==> config.mk <==
export PLATFORM = sky130hd
export DESIGN_NAME = bus_xfer_ctrl
export DESIGN_NICKNAME = d
export VERILOG_FILES = /design/src/rtl/bus_xfer_ctrl_pkg.sv /design/src/rtl/bus_xfer_ctrl_onehot_dec.sv /design/src/rtl/bus_xfer_ctrl.sv
export SDC_FILE = /design/constraint.sdc
export NUM_CORES = 1
export LEC_CHECK = 0
export ABC_AREA = 1
export CAP_MARGIN = 20
export CORE_MARGIN = 4
export CORE_UTILIZATION = 40
export CTS_BUF_LIST = sky130_fd_sc_hd__clkbuf_4 sky130_fd_sc_hd__clkbuf_8 sky130_fd_sc_hd__clkbuf_16
export DETAILED_ROUTE_END_ITERATION = 10
export DONT_BUFFER_PORTS = 1
export PLACE_DENSITY = 0.64
export SLEW_MARGIN = 20
export SYNTH_ARGS = -nofsm -noshare
export SYNTH_HDL_FRONTEND = slang
export SYNTH_HIERARCHICAL = 1
export SYNTH_SLANG_ARGS = --single-unit
==> constraint.sdc <==
create_clock -name clk -period 1.9 [get_ports clk]
set_input_delay 0.57 -clock clk [delete_from_list [all_inputs] [get_ports clk]]
set_output_delay 0.57 -clock clk [all_outputs]
set_load 0.01 [all_outputs]
==> src/rtl/bus_xfer_ctrl_pkg.sv <==
// Shared types and default sizes for the register-bus transfer sequencer.
package bus_xfer_ctrl_pkg;
  typedef enum logic [1:0] {
    IDLE  = 2'd0,
    DRIVE = 2'd1,
    LATCH = 2'd2,
    DONE  = 2'd3
  } xfer_state_e;

  localparam int DEF_DW   = 8;
  localparam int DEF_NREG = 8;
endpackage

==> src/rtl/bus_xfer_ctrl_onehot_dec.sv <==
// Index to one-hot decoder with enable; all-zero output when disabled.
module onehot_dec #(
  parameter  int N  = 8,
  localparam int IW = (N > 1) ? $clog2(N) : 1
) (
  input  logic [IW-1:0] idx,
  input  logic          en,
  output logic [N-1:0]  out
);
  always_comb begin
    out = '0;
    for (int i = 0; i < N; i++) out[i] = en && (idx == IW'(i));
  end
endmodule

==> src/rtl/bus_xfer_ctrl.sv <==
// Sequencer for the shared tri-state register bus: drive, settle, load, complete.
// Optional macro XFER_SETTLE_EN stretches DRIVE to SETTLE cycles.
module bus_xfer_ctrl
  import bus_xfer_ctrl_pkg::*;
#(
  parameter  int NREG   = DEF_NREG,
  parameter  int DW     = DEF_DW,
  parameter  int SETTLE = 2,
  localparam int IW     = (NREG > 1) ? $clog2(NREG) : 1
) (
  input  logic            clk,
  input  logic            reset,
  input  logic            req_valid,
  output logic            req_ready,
  input  logic [IW-1:0]   req_src,
  input  logic [IW-1:0]   req_dst,
  output logic [NREG-1:0] oe,
  output logic [NREG-1:0] ld,
  input  logic [DW-1:0]   bus_in,
  output logic [DW-1:0]   rd_data,
  output logic            done,
  output logic            err
);
  if (SETTLE < 1) begin : g_bad_settle
    $error("bus_xfer_ctrl: SETTLE must be at least 1");
  end

  xfer_state_e     state_q, state_d;
  logic [IW-1:0]   src_q, src_d, dst_q, dst_d;
  logic [DW-1:0]   rd_q, rd_d;
  logic [NREG-1:0] oe_q, oe_d, ld_q, ld_d;
  logic            ready_q, ready_d, done_q, done_d, err_q, err_d;

`ifdef XFER_SETTLE_EN
  localparam int CW = (SETTLE > 1) ? $clog2(SETTLE) : 1;
  logic [CW-1:0] cnt_q, cnt_d;
`endif

  always_comb begin
    state_d = state_q;
    src_d   = src_q;
    dst_d   = dst_q;
    rd_d    = rd_q;
    err_d   = 1'b0;
`ifdef XFER_SETTLE_EN
    cnt_d   = cnt_q;
`endif
    unique case (state_q)
      IDLE: if (req_valid && ready_q) begin
        src_d = req_src;
        dst_d = req_dst;
`ifdef XFER_SETTLE_EN
        cnt_d = CW'(SETTLE - 1);
`endif
        // Self-transfer is meaningless on a single bus; reject without driving.
        if (req_src == req_dst) begin
          state_d = DONE;
          err_d   = 1'b1;
        end else begin
          state_d = DRIVE;
        end
      end
      DRIVE: begin
`ifdef XFER_SETTLE_EN
        if (cnt_q == '0) state_d = LATCH;
        else             cnt_d   = cnt_q - 1'b1;
`else
        state_d = LATCH;
`endif
      end
      LATCH: begin
        rd_d    = bus_in;
        state_d = DONE;
      end
      DONE:    state_d = IDLE;
      default: state_d = IDLE;
    endcase
    ready_d = (state_d == IDLE);
    done_d  = (state_d == DONE);
  end

  // Strobes are decoded from the next state and registered, so they are glitch-free
  // and oe/ld change on the same edge as the state.
  onehot_dec #(.N(NREG)) u_oe_dec (
    .idx (src_d),
    .en  ((state_d == DRIVE) || (state_d == LATCH)),
    .out (oe_d)
  );

  onehot_dec #(.N(NREG)) u_ld_dec (
    .idx (dst_d),
    .en  (state_d == LATCH),
    .out (ld_d)
  );

  always_ff @(posedge clk or posedge reset) begin
    if (reset) begin
      state_q <= IDLE;
      src_q   <= '0;
      dst_q   <= '0;
      rd_q    <= '0;
      oe_q    <= '0;
      ld_q    <= '0;
      ready_q <= 1'b1;
      done_q  <= 1'b0;
      err_q   <= 1'b0;
`ifdef XFER_SETTLE_EN
      cnt_q   <= '0;
`endif
    end else begin
      state_q <= state_d;
      src_q   <= src_d;
      dst_q   <= dst_d;
      rd_q    <= rd_d;
      oe_q    <= oe_d;
      ld_q    <= ld_d;
      ready_q <= ready_d;
      done_q  <= done_d;
      err_q   <= err_d;
`ifdef XFER_SETTLE_EN
      cnt_q   <= cnt_d;
`endif
    end
  end

  assign req_ready = ready_q;
  assign oe        = oe_q;
  assign ld        = ld_q;
  assign rd_data   = rd_q;
  assign done      = done_q;
  assign err       = err_q;
endmodule

==> results of run 1 <==
how the worst min path moves through the flow:
| stage | end | depth (start not counted) |
|---|---|---|
| floorplan | dst_q[1] | 1 |
| global placement | dst_q[1] | 1 |
| detailed placement | dst_q[1] | 1 |
| CTS | rd_data[1] | 1 |
| global route | rd_data[1] | 1 |
| finish | rd_data[1] | 1 |
layout make-up:
type,count,area [um2]
multi-input cells,79,430
clock inverters,2,35.0
well taps,46,57.6
inverters,19,71.3
clock buffers,6,51.3
fillers,337,1810
repair buffers,2,27.5
flip-flops and latches,35,877
logic make-up after synthesis:
kind of cell	share of synthesized area (%)
flip-flops	62.9
adder cells (fa/ha/maj)	5.39
multiplexers	7.54
AND/OR/NAND/NOR	15.7
AO/OA/AOI/OAI	2.24
buffers and inverters	6.19
worst max-delay path, delay by kind of cell, from the launching register on:
kind	cells	cell delay [ns]
DFF	1	0.37
adders and majority gates	2	0.48
and+or+nand+nor	3	0.28
buffers and inverters	2	0.23
AOI/OAI and AO/OA	1	0.26
state kept, by name (all words and copies together) (netlist names):
register / flops
ld: 8
src_q: 3
dst_q: 3
rd_data: 8
done: 1
state_q: 2
oe: 8
err: 1
req_ready: 1
stage by stage:
| step | hold slack [ns] | instance area, um2 | util [%] |
|---|---|---|---|
| finish | 0.157 | 1550 | 46.1 |
| global route | 0.173 | 1550 | 46.1 |
| CTS | 0.157 | 1550 | 46.1 |
| detailed placement | 0.514 | 1460 | 43.5 |
| global placement | 0.499 | 1460 | 43.5 |
| floorplan | 0.484 | 1390 | - |
layer usage:
layer  track usage, %  vias to the layer above  routed length [um]
met5                0                        -                   0
met4             6.84                        0                  45
met3             9.61                        4                 338
met2             19.6                       38                1150
met1             14.8                      388                 971
li1                 -                      419                   -
placed cells by master (no fill, tap or decap), drive strengths merged:
cell and count:
clkbuf 6, dfstp 1, nor2 21, a31oi 1, ha 6, dfrtp 34, bufinv 1, buf 2
clkinv 1, nand2 36, inv 19, o21ai 5, mux2 9, nand3 1
power by group:
group / internal (mW) / total, mW / leakage, nW / switching [mW]
sequential: 1.03 / 1.24 / 0.450 / 0.216
clock: 0.311 / 0.545 / 0.0482 / 0.234
combinational: 0.370 / 0.934 / 0.316 / 0.563
what timing repair did:
item,in CTS,in global routing
setup endpoints to repair,0,8
buffers inserted,0,0
endpoints found under the hold margin,0,0
==> report_table.html, run 1 <==
<table>
<tr><th>Metric</th><th>Value</th></tr>
<tr><th colspan="2">Yosys</th></tr>
<tr><td>Yosys reg bits</td><td>35</td></tr>
<tr><td>Synthesis Warnings</td><td>6</td></tr>
<tr><td>Post-synth EDFFs</td><td>0</td></tr>
<tr><td>Sequential share of the synthesized area</td><td>62.9%</td></tr>
<tr><td>Top cells by area, synth</td><td>dfrtp_1 (61%), nand2_1 (9.7%), mux2_2 (6.5%)</td></tr>
<tr><td>Syn nets</td><td>158</td></tr>
<tr><td>Yosys cell types</td><td>13</td></tr>
<tr><td>Fraction of synthesis flops using an asynchronous set or reset pin</td><td>100%</td></tr>
<tr><td>Mean cell area of the mapped netlist</td><td>slightly above 10 um2</td></tr>
<tr><td>Gate count of the mapped netlist</td><td>around 140</td></tr>
<tr><td>Most common library cells after synthesis</td><td>nand2_1 (36), dfrtp_1 (34), nor2_1 (21)</td></tr>
<tr><td>Mapped cell area</td><td>approximately 1400 um2</td></tr>
<tr><td>Proportion of netlist area held by the largest area contributor</td><td>approximately 60%</td></tr>
<tr><td>Cell accounting for the most synthesized area</td><td>dfrtp_1</td></tr>
<tr><td>Most frequent cell after synthesis</td><td>nand2_1</td></tr>
<tr><td>Most used DFF post-synth</td><td>dfrtp_1</td></tr>
<tr><th colspan="2">GRT</th></tr>
<tr><td>Antenna violations before repair</td><td>0</td></tr>
<tr><td>GR Util All Layers</td><td>a little over an eighth</td></tr>
<tr><td>Total gr overflow</td><td>0</td></tr>
<tr><td>Maximum number of pins on one net before global-route repair</td><td>23</td></tr>
<tr><td>Wire length of the first global-routing pass</td><td>4310 um</td></tr>
<tr><td>Vias in the first global route</td><td>about 930</td></tr>
<tr><th colspan="2">Worst setup path</th></tr>
<tr><td>Worst r2r src</td><td>state_q[0]</td></tr>
<tr><td>End of the worst register-to-register path</td><td>ld[5]</td></tr>
<tr><td>Arr. time, crit path</td><td>between 1.5 and 2 ns</td></tr>
<tr><td>Worst setup path endpoint</td><td>ld[5]</td></tr>
<tr><td>Worst reg2reg path depth</td><td>8</td></tr>
<tr><td>Register-to-register setup slack</td><td>roughly 0.17 ns</td></tr>
<tr><td>Worst EP required</td><td>~2.1 ns</td></tr>
<tr><td>Critical path fanouts, max</td><td>5</td></tr>
<tr><td>Slowest stage delay, CP</td><td>about 0.37 ns</td></tr>
<tr><td>Slowest CP cell</td><td>dfrtp_1</td></tr>
<tr><td>Ordered cell list for the critical path</td><td>inv_1 -&gt; ha_1 -&gt; nor2_1 -&gt; a31oi_1 -&gt; inv_1 -&gt; ha_1 -&gt; nand2_1 -&gt; nor2_1</td></tr>
<tr><td>Critical Path End Type</td><td>flip-flop</td></tr>
<tr><td>Critical path origin</td><td>state_q[0]</td></tr>
<tr><td>Startpoint kind of the worst setup timing path</td><td>flip-flop</td></tr>
<tr><td>Critical path start-end classification</td><td>reg -&gt; reg</td></tr>
<tr><th colspan="2">Placed design</th></tr>
<tr><td>Port bufs</td><td>0</td></tr>
<tr><td>Final Wtd Congestion</td><td>a little under 0.8</td></tr>
<tr><td>Worst Setup Slack post-DPL</td><td>~0.17 ns</td></tr>
<tr><td>HPWL after detailed placement</td><td>1930 um</td></tr>
<tr><td>Placed cell count</td><td>roughly 180</td></tr>
<tr><th colspan="2">Drt</th></tr>
<tr><td>DRC violations left</td><td>0</td></tr>
<tr><td>Post-DRT Antenna Nets</td><td>0</td></tr>
<tr><td>Vias per cell</td><td>4.49</td></tr>
<tr><td>Routed wire length</td><td>2500 um</td></tr>
<tr><td>Detailed Route Iter0 Violations</td><td>30</td></tr>
<tr><td>Via count of the routed design</td><td>around 850</td></tr>
<tr><td>1st-pass router iterations</td><td>4</td></tr>
<tr><td>Average wire per standard cell</td><td>between 10 and 15 um</td></tr>
<tr><th colspan="2">Clock tree</th></tr>
<tr><td>Quantity of gates resized following cts</td><td>0</td></tr>
<tr><td>Clock tree root buffer cell</td><td>clkbuf_4</td></tr>
<tr><td>Clock latency of the later-clocked register in the worst-skew pair</td><td>roughly 0.33 ns</td></tr>
<tr><td>Post-CTS clock slew at the launch and capture registers of the worst setup and hold paths</td><td>around 0.10 ns</td></tr>
<tr><td>Clock Path Buffers</td><td>2</td></tr>
<tr><td>TritonCTS clock tree</td><td>built</td></tr>
<tr><td>CTS Buf Count</td><td>5</td></tr>
<tr><td>Hold buffers post-CTS</td><td>0</td></tr>
<tr><td>Sinks on the clock net</td><td>35</td></tr>
<tr><td>Count of H-tree levels built during CTS</td><td>2</td></tr>
<tr><th colspan="2">Final layout</th></tr>
<tr><td># nets final</td><td>about 170</td></tr>
<tr><td>Final instance count without filler cells</td><td>roughly 190</td></tr>
<tr><td>Post-synthesis to final-layout area growth</td><td>11.2%</td></tr>
<tr><td>Share of layout cells above drive strength 1</td><td>between 10% and 20%</td></tr>
<tr><td>Number of diodes</td><td>0</td></tr>
<tr><th colspan="2">Die</th></tr>
<tr><td>Top Ports</td><td>44</td></tr>
<tr><td>Core box area</td><td>3360 um2</td></tr>
<tr><td>Floorplan die height</td><td>about 67 um</td></tr>
<tr><td>Full die area</td><td>4490 um2</td></tr>
<tr><td>Initial standard-cell utilization of the core</td><td>between 40% and 50%</td></tr>
<tr><td>Standard-cell rows</td><td>21</td></tr>
<tr><td>DIE WIDTH</td><td>between 60 and 70 um</td></tr>
<tr><th colspan="2">STA</th></tr>
<tr><td>Final-report max-slew violation count</td><td>0</td></tr>
<tr><td>Worst slew margin relative to its limit</td><td>63.5%</td></tr>
<tr><td>Clock period minus worst slack</td><td>approximately 1.7 ns</td></tr>
<tr><td>RSZ-0062 raised after global routing</td><td>true</td></tr>
<tr><td># setup viols final</td><td>0</td></tr>
<tr><td>Worst Slack Setup Final</td><td>around 0.17 ns</td></tr>
<tr><td>Worst setup skew after layout</td><td>between 0.01 and 0.015 ns</td></tr>
<tr><td>Count of endpoints failing hold in the final timing report</td><td>0</td></tr>
<tr><td>Pin slew with the least headroom to its limit</td><td>approximately 0.55 ns</td></tr>
<tr><td>Max Fclk</td><td>between 0.5 and 0.6 GHz</td></tr>
<tr><td>Sum of negative setup slack</td><td>0 ns</td></tr>
<tr><td>Final period util</td><td>about 90%</td></tr>
<tr><th colspan="2">Worst hold path</th></tr>
<tr><td>HP Class</td><td>in -&gt; async</td></tr>
<tr><th colspan="2">Status</th></tr>
<tr><td>Run status</td><td>finished, final reports clean</td></tr>
<tr><th colspan="2">Power</th></tr>
<tr><td>Maximum resistive drop on vdd</td><td>approximately 0.00091 V</td></tr>
<tr><td>PwrDens</td><td>about 1800 nW/um2</td></tr>
<tr><td>Static leakage power</td><td>0.814 nW</td></tr>
<tr><td>PnR Total Power</td><td>around 2.7 mW</td></tr>
<tr><th colspan="2">Flow run</th></tr>
<tr><td>MaxCap Viol Count</td><td>0</td></tr>
</table>
Note: power is estimated with default switching activity, not from simulation.
==> run 2, diff against run 1 <==
--- a/config.mk
+++ b/config.mk
@@ -10,6 +10,7 @@
 export CORE_MARGIN = 4
 export CORE_UTILIZATION = 40
 export CTS_BUF_LIST = sky130_fd_sc_hd__clkbuf_4 sky130_fd_sc_hd__clkbuf_8 sky130_fd_sc_hd__clkbuf_16
+export CTS_CLUSTER_SIZE = 40
 export DETAILED_ROUTE_END_ITERATION = 10
 export DONT_BUFFER_PORTS = 1
 export PLACE_DENSITY = 0.64
==> results of run 2 <==
The final DEF is identical to that of run 1; final timing and power are the same.
==> run 3, diff against run 2 <==
--- a/config.mk
+++ b/config.mk
@@ -7,7 +7,7 @@
 export LEC_CHECK = 0
 export ABC_AREA = 1
 export CAP_MARGIN = 20
-export CORE_MARGIN = 4
+export CORE_MARGIN = 2
 export CORE_UTILIZATION = 40
 export CTS_BUF_LIST = sky130_fd_sc_hd__clkbuf_4 sky130_fd_sc_hd__clkbuf_8 sky130_fd_sc_hd__clkbuf_16
 export CTS_CLUSTER_SIZE = 40
==> run 3 against run 2 <==
Compared with the run above: via count is 6.1% higher; global-route usage is 0.98 points higher; cell area stayed put; critical path depth is 3 higher; largest cell class unchanged; largest power group unchanged.
==> report_table.html, run 3 (synthesis gave the netlist of run 1 again) <==
<table>
<tr><th>Metric</th><th>Value</th></tr>
<tr><th colspan="2">Worst setup path</th></tr>
<tr><td>Critical Path End Type</td><td>flip-flop</td></tr>
<tr><td>Startpoint kind of the worst setup timing path</td><td>flip-flop</td></tr>
<tr><td>Worst r2r src</td><td>req_ready</td></tr>
<tr><td>Worst reg2reg path depth</td><td>11</td></tr>
<tr><td>Critical path fanouts, max</td><td>4</td></tr>
<tr><td>Critical path origin</td><td>req_ready</td></tr>
<tr><td>Critical path start-end classification</td><td>reg -&gt; reg</td></tr>
<tr><td>Arr. time, crit path</td><td>between 1.5 and 2 ns</td></tr>
<tr><td>Worst EP required</td><td>around 2.1 ns</td></tr>
<tr><th colspan="2">STA</th></tr>
<tr><td>Clock period minus worst slack</td><td>between 1.5 and 2 ns</td></tr>
<tr><td>Pin slew with the least headroom to its limit</td><td>just over 0.4 ns</td></tr>
<tr><td>Max Fclk</td><td>~0.6 GHz</td></tr>
<tr><td>Sum of negative setup slack</td><td>0 ns</td></tr>
<tr><td># setup viols final</td><td>0</td></tr>
<tr><td>Final period util</td><td>89.6%</td></tr>
<tr><td>Count of endpoints failing hold in the final timing report</td><td>0</td></tr>
<tr><td>RSZ-0062 raised after global routing</td><td>false</td></tr>
<tr><td>Worst setup skew after layout</td><td>around 0.008 ns</td></tr>
<tr><td>Worst slew margin relative to its limit</td><td>72.7%</td></tr>
<tr><td>Final-report max-slew violation count</td><td>0</td></tr>
<tr><th colspan="2">Power</th></tr>
<tr><td>Portion of total power attributed to combinational logic</td><td>between 30% and 40%</td></tr>
<tr><td>Static leakage power</td><td>about 0.81 nW</td></tr>
<tr><td>Fraction of power spent switching nets</td><td>between 30 and 40%</td></tr>
<tr><td>Net switching power of the design</td><td>1.05 mW</td></tr>
<tr><td>PwrDens</td><td>1720 nW/um2</td></tr>
<tr><td>Maximum resistive drop on vdd</td><td>a little over 0.0004 V</td></tr>
<tr><td>Sequential fraction of design power</td><td>between 40% and 50%</td></tr>
<tr><td>Clock share of power</td><td>between 10% and 20%</td></tr>
<tr><td>Int Power</td><td>about 1.6 mW</td></tr>
<tr><th colspan="2">Drt</th></tr>
<tr><td>Via count of the routed design</td><td>901</td></tr>
<tr><td>1st-pass router iterations</td><td>4</td></tr>
<tr><td>Vias per cell</td><td>between 4 and 5</td></tr>
<tr><td>Detailed Route Iter0 Violations</td><td>85</td></tr>
<tr><td>Post-DRT Antenna Nets</td><td>0</td></tr>
<tr><td>DRC violations left</td><td>0</td></tr>
<tr><td>Routed wire length</td><td>about 2400 um</td></tr>
<tr><td>Average wire per standard cell</td><td>roughly 13 um</td></tr>
<tr><th colspan="2">Clock tree</th></tr>
<tr><td>Post-CTS clock slew at the launch and capture registers of the worst setup and hold paths</td><td>roughly 0.1 ns</td></tr>
<tr><td>Clock tree root buffer cell</td><td>clkbuf_4</td></tr>
<tr><td>Clock latency of the later-clocked register in the worst-skew pair</td><td>0.32 ns</td></tr>
<tr><td>Sinks on the clock net</td><td>35</td></tr>
<tr><td>Count of H-tree levels built during CTS</td><td>2</td></tr>
<tr><td>Clock Path Buffers</td><td>2</td></tr>
<tr><td>CTS Buf Count</td><td>5</td></tr>
<tr><td>TritonCTS clock tree</td><td>built</td></tr>
<tr><th colspan="2">Flow run</th></tr>
<tr><td>MaxCap Viol Count</td><td>0</td></tr>
<tr><th colspan="2">Placed design</th></tr>
<tr><td>Instance area at placement</td><td>1460 um2</td></tr>
<tr><td>Port bufs</td><td>0</td></tr>
<tr><td>HPWL after detailed placement</td><td>~1900 um</td></tr>
<tr><td>Final Wtd Congestion</td><td>~0.74</td></tr>
<tr><th colspan="2">GRT</th></tr>
<tr><td>GR Util All Layers</td><td>between 10 and 15%</td></tr>
<tr><td>Maximum number of pins on one net before global-route repair</td><td>27</td></tr>
<tr><td>Antenna violations before repair</td><td>0</td></tr>
<tr><td>Wire length of the first global-routing pass</td><td>4300 um</td></tr>
<tr><td>Total gr overflow</td><td>0</td></tr>
<tr><td>Vias in the first global route</td><td>roughly 1000</td></tr>
<tr><th colspan="2">Die</th></tr>
<tr><td>DIE WIDTH</td><td>around 63 um</td></tr>
<tr><td>Standard-cell rows</td><td>21</td></tr>
<tr><td>Top Ports</td><td>44</td></tr>
<tr><td>Floorplan die height</td><td>~63 um</td></tr>
<tr><td>Initial standard-cell utilization of the core</td><td>between 40% and 50%</td></tr>
<tr><td>Core box area</td><td>roughly 3300 um2</td></tr>
<tr><td>Full die area</td><td>slightly below 4000 um2</td></tr>
<tr><th colspan="2">Status</th></tr>
<tr><td>Run status</td><td>finished, final reports clean</td></tr>
<tr><th colspan="2">Final layout</th></tr>
<tr><td>Leading cell type in the layout, fill and taps excluded</td><td>dfrtp_1</td></tr>
<tr><td>Commonest non-fill, non-tap cells in the layout</td><td>dfrtp_1 (34), nand2_1 (31), nor2_1 (21)</td></tr>
<tr><td>Final instance area</td><td>around 1600 um2</td></tr>
<tr><td>Share of layout cells above drive strength 1</td><td>21.0%</td></tr>
<tr><td>Post-synthesis to final-layout area growth</td><td>11.2%</td></tr>
<tr><td># nets final</td><td>~170</td></tr>
<tr><td>Number of diodes</td><td>0</td></tr>
<tr><td>Fill cell instance count of the final layout</td><td>between 300 and 400</td></tr>
<tr><td>Utilization of the core after routing</td><td>roughly 46%</td></tr>
<tr><th colspan="2">Worst hold path</th></tr>
<tr><td>HP Class</td><td>in -&gt; async</td></tr>
</table>
run 3: cell count changes in the layout (fill, tap and decap cells not counted), sizes merged:
cell    delta
bufinv     -1
clkbuf     +1
run 3: worst paths after layout:
path	endpoint	slack, ns
worst max-delay path	oe[7]	0.20
worst min-delay path	err	0.11
worst max register to register	oe[7]	0.20
worst min register to register	src_q[0]	0.54
max in group asynchronous	req_ready	1.26
min in group clk	rd_data[7]	0.39
run 3: power by group through the flow:
stage,sequential [mW],combinational (mW),clock (mW)
after CTS,1.25,0.968,0.415
after global routing,1.27,1.22,0.447
after global placement,1.25,0.909,0
after floorplan,1.22,0.773,0
final,1.24,1.04,0.393
after detailed placement,1.26,0.957,0
run 3: metal layers:
metal  wire, um  track usage, %
met1        852            14.1
met2       1350            26.5
met5          0               0
met4         29            6.67
met3        162            6.31
run 3: final cells by class:
type	instances	area (um2)	area share, %
repair buffers	2	27.5	1.78
clock inverters	1	5.00	0.323
inverters	19	71.3	4.60
clock buffers	7	52.6	3.39
flip-flops and latches	35	877	56.6
multi-input cells	79	459	29.6
well taps	46	57.6	3.71
run 3: critical path: stages, from the launching register on:
cell and delay [ns]:
dfstp_2 0.58, nand2_2 0.09, inv_2 0.07, nand2_1 0.05
nor2_1 0.09, nand2_1 0.09, nand2_1 0.06, nand2_1 0.06
nand2_1 0.09, ha_1 0.26, nand2_2 0.11, nor2_1 0.05
run 3: timing repair:
item                                    4_1_cts  5_1_grt
hold endpoints to repair                      0        0
endpoints found under the setup margin        0       15
resized for setup                             0        9
hold buffers                                  0        0
buffers inserted                              0        0
run 3: metrics by stage:
| step | cells | power, mW | hold WS (ns) | setup WS [ns] |
|---|---|---|---|---|
| floorplan | 135 | 1.99 | 0.484 | 0.313 |
| global placement | 181 | 2.16 | 0.463 | 0.206 |
| detailed placement | 181 | 2.22 | 0.473 | 0.173 |
| CTS | 189 | 2.63 | 0.101 | 0.142 |
| global route | 189 | 2.94 | 0.0908 | 0.0405 |
| finish | 189 | 2.67 | 0.106 | 0.197 |
